===== config.mk =====
export PLATFORM = sky130hd
export DESIGN_NAME = uart_rx_fifo
export DESIGN_NICKNAME = d
export VERILOG_FILES = /design/src/rtl/uart_rx_fifo.sv
export SDC_FILE = /design/constraint.sdc
export NUM_CORES = 1
export LEC_CHECK = 0
export CORE_UTILIZATION = 50
export CTS_BUF_LIST = sky130_fd_sc_hd__clkbuf_4 sky130_fd_sc_hd__clkbuf_8 sky130_fd_sc_hd__clkbuf_16
export DETAILED_ROUTE_END_ITERATION = 16
export GPL_ROUTABILITY_DRIVEN = 0
export PLACE_DENSITY = 0.67
export SYNTH_ARGS = -nofsm -noshare
export SYNTH_HDL_FRONTEND = slang
export SYNTH_SLANG_ARGS = --single-unit

===== constraint.sdc =====
create_clock -name clk -period 3.4 [get_ports clk]
set_clock_uncertainty 0.15 [all_clocks]
set_input_delay 0.68 -clock clk [delete_from_list [all_inputs] [get_ports clk]]
set_output_delay 0.68 -clock clk [all_outputs]
set_load 0.03 [all_outputs]

===== src/rtl/uart_rx_fifo.sv =====
// -----------------------------------------------------------------------------
// uart_rx_fifo
//
// Single-clock UART receiver feeding a first-word-fall-through receive FIFO.
// The serial input is synchronised and then sampled at mid-bit by a half-bit
// timed FSM. Payload width, optional parity and FIFO depth are parameters.
// Framing, parity and overrun errors are reported as sticky flags.
//
// Parameters:
//   CLK_PER_HALF_BIT  clk cycles per half bit period (>= 2)
//   DATA_BITS         payload bits per frame (5..9)
//   PARITY            0 = none, 1 = odd, 2 = even
//   FIFO_DEPTH        receive FIFO entries (power of two, >= 2)
//
// Ports:
//   clk      in   system clock
//   rstn     in   asynchronous active-low reset
//   rxd      in   serial input, asynchronous to clk, idle high
//   rd_en    in   pop request; ignored while empty
//   dout     out  FIFO head, valid whenever empty = 0
//   empty    out  FIFO holds no entries
//   full     out  FIFO holds FIFO_DEPTH entries
//   count    out  current occupancy
//   ferr     out  sticky: stop bit sampled low
//   perr     out  sticky: parity mismatch
//   overrun  out  sticky: frame completed while FIFO full
//   err_clr  in   one-cycle pulse clearing ferr, perr and overrun
// -----------------------------------------------------------------------------
module uart_rx_fifo #(
  parameter int CLK_PER_HALF_BIT = 5208,
  parameter int DATA_BITS        = 8,
  parameter int PARITY           = 0,
  parameter int FIFO_DEPTH       = 16
) (
  input  logic                          clk,
  input  logic                          rstn,
  input  logic                          rxd,
  input  logic                          rd_en,
  output logic [DATA_BITS-1:0]          dout,
  output logic                          empty,
  output logic                          full,
  output logic [$clog2(FIFO_DEPTH):0]   count,
  output logic                          ferr,
  output logic                          perr,
  output logic                          overrun,
  input  logic                          err_clr
);

  localparam int TIMER_W = $clog2(2 * CLK_PER_HALF_BIT);
  localparam int PTR_W   = $clog2(FIFO_DEPTH);
  localparam int CNT_W   = PTR_W + 1;
  localparam int IDX_W   = $clog2(DATA_BITS);

  localparam logic [TIMER_W-1:0] HALF_LOAD = TIMER_W'(CLK_PER_HALF_BIT - 1);
  localparam logic [TIMER_W-1:0] FULL_LOAD = TIMER_W'(2 * CLK_PER_HALF_BIT - 1);
  localparam logic [IDX_W-1:0]   LAST_IDX  = IDX_W'(DATA_BITS - 1);
  localparam logic [CNT_W-1:0]   CNT_ONE   = CNT_W'(1);
  localparam logic [CNT_W-1:0]   CNT_FULL  = CNT_W'(FIFO_DEPTH);
  localparam logic               HAS_PAR   = (PARITY != 0);
  localparam logic               ODD_PAR   = (PARITY == 1);

  typedef enum logic [2:0] {
    S_IDLE_WAIT,
    S_IDLE,
    S_START,
    S_DATA,
    S_PARITY,
    S_STOP
  } state_t;

  // ---------------------------------------------------------------------------
  // Input synchroniser (reset to the idle-high level)
  // ---------------------------------------------------------------------------
  logic meta_q, meta_d;
  logic line_q, line_d;

  always_comb begin
    meta_d = rxd;
    line_d = meta_q;
  end

  always_ff @(posedge clk or negedge rstn) begin
    if (!rstn) begin
      meta_q <= 1'b1;
      line_q <= 1'b1;
    end else begin
      meta_q <= meta_d;
      line_q <= line_d;
    end
  end

  // ---------------------------------------------------------------------------
  // Receive FSM
  // ---------------------------------------------------------------------------
  state_t               state_q, state_d;
  logic [TIMER_W-1:0]   timer_q, timer_d;
  logic [IDX_W-1:0]     bit_idx_q, bit_idx_d;
  logic [DATA_BITS-1:0] shift_q, shift_d;
  logic                 par_bad_q, par_bad_d;

  logic tick;
  logic frame_ok;
  logic ferr_set;
  logic perr_set;

  always_comb begin
    state_d   = state_q;
    timer_d   = timer_q;
    bit_idx_d = bit_idx_q;
    shift_d   = shift_q;
    par_bad_d = par_bad_q;
    frame_ok  = 1'b0;
    ferr_set  = 1'b0;
    perr_set  = 1'b0;
    tick      = (timer_q == '0);

    // The bit timer free-runs down to zero in every in-frame state; each
    // expiry is one mid-bit sample point, after which it is reloaded.
    if (state_q != S_IDLE_WAIT && state_q != S_IDLE && !tick) begin
      timer_d = timer_q - 1'b1;
    end

    case (state_q)
      S_IDLE_WAIT: begin
        // Only re-arm once the line is seen idle, so a stuck-low line or
        // the tail of a broken frame never looks like a start bit.
        if (line_q) begin
          state_d = S_IDLE;
        end
      end

      S_IDLE: begin
        if (!line_q) begin
          state_d = S_START;
          timer_d = HALF_LOAD;
        end
      end

      S_START: begin
        if (tick) begin
          if (line_q) begin
            // Low pulse shorter than half a bit: treat as noise.
            state_d = S_IDLE;
          end else begin
            state_d   = S_DATA;
            timer_d   = FULL_LOAD;
            bit_idx_d = '0;
            par_bad_d = 1'b0;
          end
        end
      end

      S_DATA: begin
        if (tick) begin
          shift_d = {line_q, shift_q[DATA_BITS-1:1]};
          timer_d = FULL_LOAD;
          if (bit_idx_q == LAST_IDX) begin
            state_d = HAS_PAR ? S_PARITY : S_STOP;
          end else begin
            bit_idx_d = bit_idx_q + 1'b1;
          end
        end
      end

      S_PARITY: begin
        if (tick) begin
          timer_d   = FULL_LOAD;
          // XOR of payload and parity bit is 1 for odd, 0 for even.
          par_bad_d = (^shift_q) ^ line_q ^ ODD_PAR;
          state_d   = S_STOP;
        end
      end

      S_STOP: begin
        if (tick) begin
          if (!line_q) begin
            ferr_set = 1'b1;
            state_d  = S_IDLE_WAIT;
          end else if (par_bad_q) begin
            perr_set = 1'b1;
            state_d  = S_IDLE;
          end else begin
            frame_ok = 1'b1;
            state_d  = S_IDLE;
          end
        end
      end

      default: begin
        state_d = S_IDLE_WAIT;
      end
    endcase
  end

  always_ff @(posedge clk or negedge rstn) begin
    if (!rstn) begin
      state_q   <= S_IDLE_WAIT;
      timer_q   <= '0;
      bit_idx_q <= '0;
      shift_q   <= '0;
      par_bad_q <= 1'b0;
    end else begin
      state_q   <= state_d;
      timer_q   <= timer_d;
      bit_idx_q <= bit_idx_d;
      shift_q   <= shift_d;
      par_bad_q <= par_bad_d;
    end
  end

  // ---------------------------------------------------------------------------
  // FWFT receive FIFO
  // ---------------------------------------------------------------------------
  logic [DATA_BITS-1:0] fifo_mem [FIFO_DEPTH];

  logic [PTR_W-1:0]     wr_ptr_q, wr_ptr_d;
  logic [PTR_W-1:0]     rd_ptr_q, rd_ptr_d;
  logic [PTR_W-1:0]     rd_next_ptr;
  logic [CNT_W-1:0]     count_q, count_d;
  logic                 empty_q, empty_d;
  logic                 full_q, full_d;
  logic [DATA_BITS-1:0] dout_q, dout_d;

  logic pop;
  logic push_ok;
  logic overrun_set;

  always_comb begin
    pop         = rd_en & ~empty_q;
    // When full, a same-cycle pop frees the slot the new word lands in.
    push_ok     = frame_ok & (~full_q | pop);
    overrun_set = frame_ok & full_q & ~pop;
    rd_next_ptr = rd_ptr_q + 1'b1;

    wr_ptr_d = push_ok ? wr_ptr_q + 1'b1 : wr_ptr_q;
    rd_ptr_d = pop ? rd_next_ptr : rd_ptr_q;

    case ({push_ok, pop})
      2'b10:   count_d = count_q + 1'b1;
      2'b01:   count_d = count_q - 1'b1;
      default: count_d = count_q;
    endcase

    empty_d = (count_d == '0);
    full_d  = (count_d == CNT_FULL);

    // dout is a registered copy of the head entry. On a pop the next head
    // is read from memory; when the FIFO holds at most one surviving word
    // the incoming frame bypasses memory and becomes the head directly.
    dout_d = dout_q;
    if (pop && (count_q > CNT_ONE)) begin
      dout_d = fifo_mem[rd_next_ptr];
    end
    if (push_ok && ((count_q == '0) || ((count_q == CNT_ONE) && pop))) begin
      dout_d = shift_q;
    end
  end

  // Storage has no reset so it can map onto RAM.
  always_ff @(posedge clk) begin
    if (push_ok) begin
      fifo_mem[wr_ptr_q] <= shift_q;
    end
  end

  always_ff @(posedge clk or negedge rstn) begin
    if (!rstn) begin
      wr_ptr_q <= '0;
      rd_ptr_q <= '0;
      count_q  <= '0;
      empty_q  <= 1'b1;
      full_q   <= 1'b0;
      dout_q   <= '0;
    end else begin
      wr_ptr_q <= wr_ptr_d;
      rd_ptr_q <= rd_ptr_d;
      count_q  <= count_d;
      empty_q  <= empty_d;
      full_q   <= full_d;
      dout_q   <= dout_d;
    end
  end

  // ---------------------------------------------------------------------------
  // Sticky error flags (a set in the same cycle as err_clr wins)
  // ---------------------------------------------------------------------------
  logic ferr_q, ferr_d;
  logic perr_q, perr_d;
  logic overrun_q, overrun_d;

  always_comb begin
    ferr_d    = ferr_set    | (ferr_q    & ~err_clr);
    perr_d    = perr_set    | (perr_q    & ~err_clr);
    overrun_d = overrun_set | (overrun_q & ~err_clr);
  end

  always_ff @(posedge clk or negedge rstn) begin
    if (!rstn) begin
      ferr_q    <= 1'b0;
      perr_q    <= 1'b0;
      overrun_q <= 1'b0;
    end else begin
      ferr_q    <= ferr_d;
      perr_q    <= perr_d;
      overrun_q <= overrun_d;
    end
  end

  assign dout    = dout_q;
  assign empty   = empty_q;
  assign full    = full_q;
  assign count   = count_q;
  assign ferr    = ferr_q;
  assign perr    = perr_q;
  assign overrun = overrun_q;

endmodule


==> impl_metrics.toml <==
[routing]
ant_nets = 0
post_drt_via_cell_ratio = 5.62
route.detailed.drc = 0
drt_iter0_drc = 304
first_pass_iters = 4
wl_microns = 15600
vias = 4352
wl_per_cell_microns = 20.1

[sta]
hold_viol = 0
setup_viol = 0
worst_pin_slew_ns = 0.814
fmax_mhz = 332
slew_headroom = 0.457
drv_slew = 0
fin_setup_tns_ns = 0
period_minus_slack_ns = 3.01
post-route-period-util = 0.885
rsz0062_at_grt = "no"
postLayoutSetupSlackWorst_ns = 0.390

[setup_path]
r2r_slack_ns = 0.39
crit_path_max_incr_delay_ns = 0.39
crit_slowest_cell = "dfrtp_1"
required_ns = 3.61
start_kind = "register"
crit_type = "register to register"
crit_arrival_ns = 3.22
crit_fanout = 11
crit_path_end_kind = "register"
cp_cell_sequence = "inv_1 -> ha_1 -> nor3b_1 -> and4_1 -> nand2_2 -> inv_8 -> ha_1 -> nor2_1 -> mux2i_1 -> o221ai_1 -> nor4_1 -> nor2b_1"
crit_top_cell = "ha_1"

[clock_network]
numCtsBuffers = 17
cts_tree = "built"
clk_path_buf_depth = 2
post_cts_buffers = 0
clk_pin_slew_ns = 0.07
clock_latency_ns = 0.43
cts_hold_buf = 1
cts_resized = 0
ctsRootBufferMaster = "clkbuf_16"
htreeDepth = 4
numClockSinks = 185

[yosys]
synth_seq_cells = 185
synth_common_cells = "128 x edfxtp_1, 54 x dfrtp_1, 28 x nand2_1, 25 x mux4_1, 20 x inv_1"
yosysMostFrequentCell = "edfxtp_1"
syn_avg_cell_area_sq_um = 16.2
syn_inst = 511
async_flop_share = 0.308
syn_area_sq_um = 8260
ys_seq_area_frac = 0.638
synth.largest_area_cell = "edfxtp_1"
ys_top_cells_by_area = "edfxtp_1 47%, dfrtp_1 16%, mux4_1 8.0%"
yosysWarnings = 0
synth_edf_count = 128
synth.net_count = 531
synth_top_area_share = 0.465
yosys.cell_types.count = 59
ys.flop_type = "edfxtp_1"

[global_route]
antenna_found_initial = 0
grt_pass1_vias = 4445
grt_start_max_net_pins = 48
grt-ovfl-total = 0
grt_pass1_wl_microns = 25100
grt_usage = 0.205

[cells_and_area]
final_util = 0.580
layout.nets = 566
drive_above_1_share = 0.181
area_growth_pct = 12.3
final_area_sq_um = 9280
diodes = 0

[die]
core_area_sq_um = 16000
rows = 46
dieArea_sq_um = 17000
dieHeight_microns = 131
die_w_microns = 131
start_util = 0.516
num_io_pins = 23

[placement]
place_area_sq_um = 8690
dp_hpwl_microns = 9900
port_buffers = 22
place_ws_ns = 0.0639

[run]
maxCapViolations = 0

[pwr]
ir_drop_v = 0.000505
power.total_w = 0.00667
power_leakage_nw = 3.53
p_per_area_nw_per_um2 = 719

[run_status]
status = "complete, no violations"

[worst_hold_path]
min_path_type = "register to register"
-- final timing paths --
path	cells past startpoint	start	endpoint
max	12	timer_q[0]	empty
min	0	line_d	line_q
max reg2reg	12	timer_q[0]	empty
min reg2reg	0	line_d	line_q
max in group asynchronous	3	rstn	shift_q[4]
min in group asynchronous	2	rstn	dout[4]
-- stage by stage --
step,hold WS [ns],std cells
after floorplan,0.195,511
after global placement,0.199,742
after detailed placement,0.200,742
after CTS,0.213,775
after global routing,0.220,775
final,0.214,775
-- cell families after synthesis --
family,synth area share
flops,0.638
simple gates,0.0841
mux,0.156
buf+inv,0.0313
fa+ha+maj,0.0227
compound gates,0.0386
xor+xnor,0.0285
-- power by group --
group | switching, W | internal, W
combinational | 0.00102 | 0.000952
clock | 0.000807 | 0.00107
sequential | 0.000224 | 0.00260
total | 0.00205 | 0.00462
-- final cells by class --
cell class              count  area [sq um]
multi-input cells         282          2730
inverters                  21          86.3
well taps                 216           270
repair buffers             39           345
flip-flops and latches    185          5270
clock inverters            10          62.6
fillers                  1256          6720
clock buffers              22           510
-- registers in the layout, summed over array words and instances, names as in the netlist, 3 cells and up --
register / cells
fifo_mem: 128
timer_q: 14
dout: 8
shift_q: 8
count: 5
rd_ptr_q: 4
wr_ptr_q: 4
bit_idx_q: 3
state_q: 3
-- critical path: cells and delay by family (launching register included) --
kind,cells,cell delay [ns]
adder cells (fa/ha/maj),2,0.50
flip-flops,1,0.39
buffers and inverters,2,0.24
AND/OR/NAND/NOR,6,1.35
AO/OA/AOI/OAI,1,0.15
multiplexers,1,0.17
-- layer usage --
metal	share of wire	global-route usage	vias up
met5	0	0	-
met4	0.0083	0.0791	0
met3	0.032	0.0383	10
met2	0.49	0.332	62
met1	0.47	0.278	2245
li1	-	-	2035
-- cells in the final DEF, fill, tap and decap left out, drive strengths merged, types with 8 or more instances in the layout --
master	n
nand3	10
xnor2	18
mux2i	8
mux4	32
clkinv	8
a221o	8
dfrtp	54
inv	23
and2	13
nand2	29
and2b	8
o21ai	13
xor2	8
nor3	10
nor4	8
nor2	18
clkbuf	22
clkdlybuf4s50	21
edfxtp	128
nand4	8
mux2	33
ha	15
buf	17
No activity file was read; power rests on OpenSTA's default activity.
